## src/rtl/ysyx_24100006_arb_pkg.sv

```systemverilog
// Shared types and constants for the IFU/LSU data-memory arbiter.
package ysyx_24100006_arb_pkg;

  // Arbiter FSM states
  typedef enum logic [2:0] {
    ST_IDLE  = 3'd0,
    ST_REQ   = 3'd1,
    ST_WAIT  = 3'd2,
    ST_RESP  = 3'd3,
    ST_DRAIN = 3'd4
  } arb_state_e;

  // Which requester owns the current transaction
  typedef enum logic {
    OWN_IFU = 1'b0,
    OWN_LSU = 1'b1
  } owner_e;

  // Clears the byte offset so the memory always sees word addresses
  localparam logic [31:0] ALIGN_MASK = ~32'h3;

endpackage

```

## src/rtl/ysyx_24100006_rr_arb2.sv

```systemverilog
// Two-way round-robin grant: a lone requester always wins, a tie goes to
// whichever side was not granted last.
module ysyx_24100006_rr_arb2
  import ysyx_24100006_arb_pkg::*;
(
  input  logic   req_ifu,
  input  logic   req_lsu,
  input  owner_e last_grant,
  output logic   gnt_ifu,
  output logic   gnt_lsu
);

  // Grant selection; the two grants are mutually exclusive by construction
  always_comb begin
    gnt_ifu = req_ifu && (!req_lsu || (last_grant == OWN_LSU));
    gnt_lsu = req_lsu && (!req_ifu || (last_grant == OWN_IFU));
  end

endmodule

```

## src/rtl/ysyx_24100006_mem_arbiter.sv

```systemverilog
// Shares one data-memory port between IFU (read-only) and LSU (read/write).
// One transaction at a time: IDLE -> REQ -> WAIT -> RESP (-> DRAIN), with a
// watchdog that turns a missing memory handshake/response into an error reply.
module ysyx_24100006_mem_arbiter
  import ysyx_24100006_arb_pkg::*;
#(
  parameter int ADDR_W  = 32,
  parameter int MASK_W  = 8,
  parameter int TIMEOUT = 255
) (
  input  logic              clk,
  input  logic              rst_n,
  input  logic              ifu_req_valid,
  output logic              ifu_req_ready,
  input  logic [ADDR_W-1:0] ifu_addr,
  output logic              ifu_resp_valid,
  input  logic              lsu_req_valid,
  output logic              lsu_req_ready,
  input  logic              lsu_we,
  input  logic [ADDR_W-1:0] lsu_addr,
  input  logic [31:0]       lsu_wdata,
  input  logic [MASK_W-1:0] lsu_wmask,
  output logic              lsu_resp_valid,
  output logic [31:0]       resp_rdata,
  output logic              resp_err,
  output logic              mem_req_valid,
  input  logic              mem_req_ready,
  output logic              mem_we,
  output logic [ADDR_W-1:0] mem_addr,
  output logic [31:0]       mem_wdata,
  output logic [MASK_W-1:0] mem_wmask,
  input  logic              mem_resp_valid,
  input  logic [31:0]       mem_rdata
);

  localparam int CNT_W = $clog2(TIMEOUT + 1);
  // Package mask widened to the address width (upper bits stay set)
  localparam logic [ADDR_W-1:0] ADDR_ALIGN = ~ADDR_W'(~ALIGN_MASK);

  arb_state_e        state_q, state_d;
  owner_e            owner_q, owner_d;
  owner_e            last_q, last_d;
  logic              we_q, we_d;
  logic [ADDR_W-1:0] addr_q, addr_d;
  logic [31:0]       wdata_q, wdata_d;
  logic [MASK_W-1:0] wmask_q, wmask_d;
  logic [31:0]       rdata_q, rdata_d;
  logic              err_q, err_d;
  logic              drain_q, drain_d;
  logic [CNT_W-1:0]  wdog_q, wdog_d;
  logic              gnt_ifu, gnt_lsu;
  logic              timeout_hit;

  ysyx_24100006_rr_arb2 u_rr (
    .req_ifu    (ifu_req_valid),
    .req_lsu    (lsu_req_valid),
    .last_grant (last_q),
    .gnt_ifu    (gnt_ifu),
    .gnt_lsu    (gnt_lsu)
  );

  // The current REQ/WAIT cycle is the TIMEOUT-th one spent without progress
  assign timeout_hit = (wdog_q >= CNT_W'(TIMEOUT - 1));

  // Next-state, request latching and watchdog logic
  always_comb begin
    state_d       = state_q;
    owner_d       = owner_q;
    last_d        = last_q;
    we_d          = we_q;
    addr_d        = addr_q;
    wdata_d       = wdata_q;
    wmask_d       = wmask_q;
    rdata_d       = rdata_q;
    err_d         = err_q;
    drain_d       = drain_q;
    wdog_d        = wdog_q;
    ifu_req_ready = 1'b0;
    lsu_req_ready = 1'b0;

    case (state_q)
      ST_IDLE: begin
        ifu_req_ready = gnt_ifu;
        lsu_req_ready = gnt_lsu;
        if (gnt_lsu) begin
          owner_d = OWN_LSU;
          last_d  = OWN_LSU;
          we_d    = lsu_we;
          addr_d  = lsu_addr & ADDR_ALIGN;
          wdata_d = lsu_wdata;
          wmask_d = lsu_wmask;
          wdog_d  = '0;
          state_d = ST_REQ;
        end else if (gnt_ifu) begin
          owner_d = OWN_IFU;
          last_d  = OWN_IFU;
          we_d    = 1'b0;
          addr_d  = ifu_addr & ADDR_ALIGN;
          wdata_d = '0;
          wmask_d = '0;
          wdog_d  = '0;
          state_d = ST_REQ;
        end
      end
      ST_REQ: begin
        if (wdog_q != CNT_W'(TIMEOUT)) wdog_d = wdog_q + 1'b1;
        // An accepted request wins over a simultaneous timeout so the
        // memory's eventual response is never left unaccounted for.
        if (mem_req_ready) begin
          state_d = ST_WAIT;
        end else if (timeout_hit) begin
          rdata_d = '0;
          err_d   = 1'b1;
          state_d = ST_RESP;
        end
      end
      ST_WAIT: begin
        if (wdog_q != CNT_W'(TIMEOUT)) wdog_d = wdog_q + 1'b1;
        if (mem_resp_valid) begin
          rdata_d = we_q ? 32'h0 : mem_rdata;
          err_d   = 1'b0;
          state_d = ST_RESP;
        end else if (timeout_hit) begin
          // Memory still owes a response; swallow it later in DRAIN
          rdata_d = '0;
          err_d   = 1'b1;
          drain_d = 1'b1;
          state_d = ST_RESP;
        end
      end
      ST_RESP: begin
        state_d = drain_q ? ST_DRAIN : ST_IDLE;
      end
      ST_DRAIN: begin
        if (mem_resp_valid) begin
          drain_d = 1'b0;
          state_d = ST_IDLE;
        end
      end
      default: state_d = ST_IDLE;
    endcase
  end

  // State and latched-request registers
  always_ff @(posedge clk or negedge rst_n) begin
    if (!rst_n) begin
      state_q <= ST_IDLE;
      owner_q <= OWN_IFU;
      last_q  <= OWN_IFU;
      we_q    <= 1'b0;
      addr_q  <= '0;
      wdata_q <= '0;
      wmask_q <= '0;
      rdata_q <= '0;
      err_q   <= 1'b0;
      drain_q <= 1'b0;
      wdog_q  <= '0;
    end else begin
      state_q <= state_d;
      owner_q <= owner_d;
      last_q  <= last_d;
      we_q    <= we_d;
      addr_q  <= addr_d;
      wdata_q <= wdata_d;
      wmask_q <= wmask_d;
      rdata_q <= rdata_d;
      err_q   <= err_d;
      drain_q <= drain_d;
      wdog_q  <= wdog_d;
    end
  end

  assign mem_req_valid  = (state_q == ST_REQ);
  assign mem_we         = we_q;
  assign mem_addr       = addr_q;
  assign mem_wdata      = wdata_q;
  assign mem_wmask      = wmask_q;
  assign ifu_resp_valid = (state_q == ST_RESP) && (owner_q == OWN_IFU);
  assign lsu_resp_valid = (state_q == ST_RESP) && (owner_q == OWN_LSU);
  assign resp_rdata     = rdata_q;
  assign resp_err       = err_q;

endmodule

```

## config.mk

```make
export PLATFORM = sky130hd
export DESIGN_NAME = ysyx_24100006_mem_arbiter
export DESIGN_NICKNAME = d
export VERILOG_FILES = /design/src/rtl/ysyx_24100006_arb_pkg.sv /design/src/rtl/ysyx_24100006_rr_arb2.sv /design/src/rtl/ysyx_24100006_mem_arbiter.sv
export SDC_FILE = /design/constraint.sdc
export NUM_CORES = 1
export LEC_CHECK = 0
export BUFFER_PORTS_ARGS = -buffer_cell sky130_fd_sc_hd__buf_4
export CAP_MARGIN = 20
export CORE_MARGIN = 10
export CORE_UTILIZATION = 24
export DETAILED_ROUTE_END_ITERATION = 6
export PLACE_DENSITY_LB_ADDON = 0.12
export SKIP_LAST_GASP = 1
export SLEW_MARGIN = 20
export SYNTH_ARGS = -nofsm -noshare
export SYNTH_HDL_FRONTEND = slang
export SYNTH_HIERARCHICAL = 1
export SYNTH_SLANG_ARGS = --single-unit
```

## constraint.sdc

```tcl
create_clock -name clk -period 1.7 [get_ports clk]
set_input_delay 0.34 -clock clk [delete_from_list [all_inputs] [get_ports clk]]
set_output_delay 0.34 -clock clk [all_outputs]
set_load 0.005 [all_outputs]
```

Yosys cells after proc, flatten, opt, wreduce, memory -nomap -nowiden
Index checks and enable logic that the tools add are counted.
W data, S select, Z words.
{"block": "classes", "shifts": 0, "muxes": 35, "n_lt_le_gt_ge": 1, "n_reduce_logical": 19, "add_sub_neg": 1, "n_eq_ne": 11, "n_bitwise": 1, "mul": 0, "div": 0}
{"operator": "$mux W32", "n": 8}
{"operator": "$pmux W32 S2", "n": 1}
{"operator": "$mux W8", "n": 4}
{"operator": "$mux W3", "n": 7}
{"operator": "$pmux W8 S2", "n": 1}
{"operator": "$pmux W3 S5", "n": 1}
{"operator": "$mux W1", "n": 11}
{"operator": "$add A8 B1 Y8 const B", "n": 1}
{"operator": "$ge A8 B8 Y1 const B", "n": 1}
{"operator": "$ne A2 B2 Y1 const B", "n": 4}
{"operator": "$ne A8 B8 Y1 const B", "n": 1}
{"operator": "$reduce_bool A2 Y1", "n": 4}
{"operator": "$eq A3 B2 Y1 const B", "n": 2}
{"operator": "$reduce_and A2 Y1", "n": 3}
{"operator": "$logic_and A1 B1 Y1", "n": 4}
{"operator": "$pmux W1 S2", "n": 2}
{"operator": "$reduce_and A4 Y1", "n": 1}
{"operator": "$eq A3 B1 Y1 const B", "n": 1}
{"operator": "$eq A3 B3 Y1 const B", "n": 1}
{"operator": "$logic_not A3 Y1", "n": 1}
{"operator": "$ne A3 B3 Y1 const B", "n": 1}
{"operator": "$reduce_and A3 Y1", "n": 1}
{"operator": "$logic_not A1 Y1", "n": 2}
{"operator": "$logic_or A1 B1 Y1", "n": 2}
{"operator": "3 further kinds", "n": 3}
{"block": "word_totals", "ff_bits": 119, "latch_bits": 0, "n_memories": 0, "output_inout_bits": 111, "romBits": 0, "ramBits": 0, "elab_cells": 78, "input_bits": 143}

Logic depth before layout (Yosys ltp)
{"block": "depth", "word_depth": 6, "ltp_mapped": 8, "mapped_depth_nobuf": 6}

Modules after synthesis
The synthesis kept the hierarchy.
{"module": "ysyx_24100006_mem_arbiter", "seq_area_each_um2": 2927.8, "area_each_um2": 5103.6, "cells_each": 493, "instances": 1}
{"module": "ysyx_24100006_rr_arb2", "seq_area_each_um2": 0.0, "area_each_um2": 18.8, "cells_each": 3, "instances": 1}

Least setup slack after synthesis
Ideal clock, no wire load.
{"block": "synth_path", "path_kind": "reg2reg", "start": "reg last_q", "end": "reg wdog_q[7]", "period_less_slack_ns": 1.558, "required_time_ns": 1.621, "path_slack_ns": 0.142, "stages_incl_launch_ff": 7, "n_path_buf": 1, "setup_ns": 0.079, "t_arrival_ns": 1.478, "path_cell_list": "dfrtp_1 -> a21boi_0 -> buf_2 -> nor4_1 -> a211o_1 -> nor4_1 -> a2bb2oi_1"}
{"block": "synth_between", "elab_chain_len": 5, "word_cells_on_any_way": 9, "classes_between": "1 x eq/ne; 2 x mux; 1 x bitwise; 5 x reduce/logical"}
{"item": "from (decl)", "line": "ysyx_24100006_mem_arbiter.sv:42", "rtl": "owner_e last_q, last_d;"}
{"item": "from (signal assigned)", "line": "ysyx_24100006_mem_arbiter.sv:161", "rtl": "last_q <= last_d;"}
{"item": "$not A1 Y1 (*)", "line": "ysyx_24100006_rr_arb2.sv:16", "rtl": "gnt_lsu = req_lsu && (!req_ifu || (last_grant == OWN_IFU));"}
{"item": "$logic_or A1 B1 Y1 (*)", "line": "ysyx_24100006_rr_arb2.sv:16"}
{"item": "$logic_and A1 B1 Y1 (*)", "line": "ysyx_24100006_rr_arb2.sv:16"}
{"item": "via gnt_lsu", "line": "ysyx_24100006_mem_arbiter.sv:51", "rtl": "logic gnt_ifu, gnt_lsu;"}
{"item": "$ne A3 B3 Y1 (no line) or $mux W8 (tied branches)"}
{"item": "$reduce_and A3 Y1 (no line) or $pmux W8 S2 (tied branches)"}
{"item": "to (signal assigned)", "line": "ysyx_24100006_mem_arbiter.sv:169", "rtl": "wdog_q <= wdog_d;"}
{"item": "to (decl)", "line": "ysyx_24100006_mem_arbiter.sv:50", "rtl": "logic [CNT_W-1:0] wdog_q, wdog_d;"}
The timed path passes the listed nets; every way through them passes the cells marked *.
A chain may end at the register's enable or synchronous reset.

Worst setup path in the final report
{"block": "layout_path", "start": "reg state_q[0]", "end": "out lsu_resp_valid"}
{"block": "layout_between", "elab_chain_len": 2}
{"item": "from (decl)", "line": "ysyx_24100006_mem_arbiter.sv:40", "rtl": "arb_state_e state_q, state_d;"}
{"item": "from (signal assigned)", "line": "ysyx_24100006_mem_arbiter.sv:159", "rtl": "state_q <= state_d;"}
{"item": "$eq A3 B2 Y1", "line": "ysyx_24100006_mem_arbiter.sv:179", "rtl": "assign lsu_resp_valid = (state_q == ST_RESP) && (owner_q == OWN_LSU);"}
{"item": "$logic_and A1 B1 Y1", "line": "ysyx_24100006_mem_arbiter.sv:179"}
{"item": "to (decl)", "line": "ysyx_24100006_mem_arbiter.sv:23", "rtl": "output logic lsu_resp_valid,"}
Every way passes these cells.

==> metrics.cfg <==
[run_status]
status = finished, violations left
violations = setup timing

[worst_setup_path]
worstSetupEndpointType = primary output
crit_fanout = 4
startpoint_type = flop
r2r_start = state_q[1]
r2r_slack_ns = -0.04
r2r-end = resp_rdata[18]
critPathKind = flop to primary output
rr_worst_depth = 6
critPathArrivalTime_ns = 1.42
worstPathRequired_ns = 1.36

[sta]
max_freq_ghz = 0.5694
timing.final.ws_setup_ns = -0.05613
hold_viol = 0
rsz0062_at_grt = true
setup_viol = 37
skew_ns = 0.01201
min_period_ns = 1.756
setup_tns_ns = -1.206
finalMaxSlewViolations = 0
post-route-period-util = 1.033

[synthesis]
synth_ff_type = dfrtp_1
ys_seq_elements = 117
synth-edff-count = 0
syn_area_per_cell_um2 = 10.33
async_flop_share = 1.000
yosysUniqueCellTypes = 47
netlist_instances = 496
yosysWarnings = 6
yosysSeqAreaShare = 0.5716
synth_area_um2 = 5122

[route]
maxUsedRoutingLayer = met4
dr_wl_met2_mm = 8.168
met1Wirelength_mm = 7.846
routedWlPerCell_um = 17.13
drt_iter0_markers = 257
drc_errors = 0
first_pass_iters = 4
wirelength_mm = 18.22
ant_nets = 0
dr_total_vias = 4622
wl_met3_mm = 2.069
vias_per_cell = 4.344

[grt]
grt_overflow = 0
grt_use_total = 0.1247
grt_antenna_before_repair = 0
grt_pass1_wl_mm = 27.46
grt_pass1_vias = 4855
grt_max_degree = 66

[placed_design]
place.detailed.hpwl_mm = 13.34
port_buffers = 247
place_congestion = 0.8006

[die]
die-area_um2 = 27590
core_area_um2 = 21020
die_w_um = 166.1
fp-row-count = 53
die_h_um = 166.1
initial_core_util = 0.2437
pin_count = 254

[job]
max-cap-violations = 0

[worst_hold_path]
hp-start = mem_resp_valid
min_path_type = primary input to flop
min_to = drain_q
hold_depth = 2

[power]
ir_drop_mv = 0.6569
sw_frac_of_total = 0.3356
power_switching_mw = 4.713
power_frac_clock = 0.244
seqPwrFrac = 0.336
power_mw = 14.04
internal-power_mw = 9.329
power_frac_comb = 0.419
leakagePower_nw = 4.184
power.density_nw_per_um2 = 1680

[cells_and_area]
fillers = 2087
fin_nets = 921
multiInputGateArea_um2 = 1929
num_antenna_cells = 0
seq_area_um2 = 2933
area_growth_pct = 63.17
drive_gt1_frac = 0.4449

[clock_tree]
cts_sinks = 117
htree_num_levels = 4
tritoncts = yes
clk_latency_ns = 0.41
path_clk_slew_ns = 0.06
root_buffer = clkbuf_16
cts_buffers = 17
clockBufferDepth = 2

cell usage after synthesis (all sizes together), types with 3 or more instances:
cell,n,share of area
clkbuf,18,0.013
nor3,3,0.0039
buf,22,0.030
o21ai,99,0.097
nand2b,5,0.0061
a21oi,13,0.013
nand2,35,0.026
dfrtp,117,0.57
a22o,41,0.070
mux2i,31,0.061
nor2,41,0.030
inv,38,0.028
timing repair:
action / CTS / global route
pin swaps: 5 / 10
endpoints found under the hold margin: 25 / 0
resized for setup: 17 / 10
gates cloned: 0 / 5
endpoints found under the setup margin: 7 / 71
hold buffers: 1 / 0
buffers inserted: 10 / 6
metal layers:
layer,GRT usage,vias up
met5,0,-
met4,0.03698,0
met3,0.07217,7
met2,0.1826,194
met1,0.1515,2147
li1,-,2274
critical path, stage by stage (launching register included):
cell,delay (ns)
dfrtp_2,0.44
buf_4,0.15
buf_4,0.13
and4b_1,0.16
buf_4,0.13
registers in the layout, indices dropped and copies added, names as in the netlist, 3 cells and up:
name and cells:
state_q 3, mem_wmask 8, mem_addr 30, resp_rdata 32, wdog_q 8, mem_wdata 32
power groups by stage:
stage / sequential [mW] / clock (mW) / combinational (mW)
3_3_place_gp: 4.73 / 0 / 5.38
3_5_place_dp: 4.73 / 0 / 5.43
5_1_grt: 4.89 / 3.70 / 6.52
2_1_floorplan: 4.73 / 0 / 2.16
4_1_cts: 4.72 / 3.55 / 5.66
6_report: 4.72 / 3.43 / 5.89
cell families after synthesis:
group | share of synthesized area
flops | 0.5716
mux | 0.06058
compound gates | 0.2047
simple gates | 0.08696
fa+ha+maj | 0.004884
buf+inv | 0.07059
other cells | 0.0007321
through the flow:
step | std cells | utilization | worst slack [ns] | hold WS [ns] | instance area (um2)
2_1_floorplan | 497 | - | 0.1423 | 0.04441 | 5126
3_3_place_gp | 1011 | 0.3559 | -0.005108 | 0.3265 | 7481
3_5_place_dp | 1011 | 0.3559 | -0.03263 | 0.3274 | 7481
4_1_cts | 1054 | 0.3896 | -0.1393 | 0.1119 | 8190
5_1_grt | 1064 | 0.3976 | -0.1501 | 0.1248 | 8358
6_report | 1064 | 0.3976 | -0.05613 | 0.1349 | 8358
worst max path at each step:
stage | start | slack (ns) | endpoint | cells past startpoint
2_1_floorplan | last_q | 0.14 | wdog_q[7] | 6
6_report | state_q[0] | -0.06 | lsu_resp_valid | 4
3_5_place_dp | ifu_req_valid | -0.03 | wdog_q[4] | 6
5_1_grt | state_q[0] | -0.15 | resp_rdata[31] | 7
3_3_place_gp | ifu_req_valid | -0.005 | wdog_q[4] | 6
4_1_cts | state_q[1] | -0.14 | lsu_req_ready | 4
final cells by class:
class / instances / area share
well taps: 275 / 0.04117
clock inverters: 13 / 0.01467
clock buffers: 19 / 0.05299
inverters: 38 / 0.01707
repair buffers: 300 / 0.2924
flip-flops and latches: 117 / 0.3509
multi-input cells: 302 / 0.2308
layout by cell type, fill, tap and decap left out, types with 2 or more instances in the layout:
master	netlist	final
o21ai_0	91	91
inv_6	0	4
nand3_1	2	2
a22o_1	41	41
dfrtp_1	117	113
inv_1	38	37
dfrtp_2	0	4
buf_6	1	11
clkinv_4	0	4
o21ai_1	8	7
clkbuf_16	0	19
buf_12	0	9
conb_1	1	2
mux2i_1	31	31
nand2_1	35	34
o41ai_1	2	2
a21oi_2	1	2
a21oi_1	12	11
buf_4	2	277
clkinv_2	0	3
nor2_1	41	41
nor4_2	0	2
nand2b_1	5	5
Note: power is estimated with default switching activity, not from simulation.
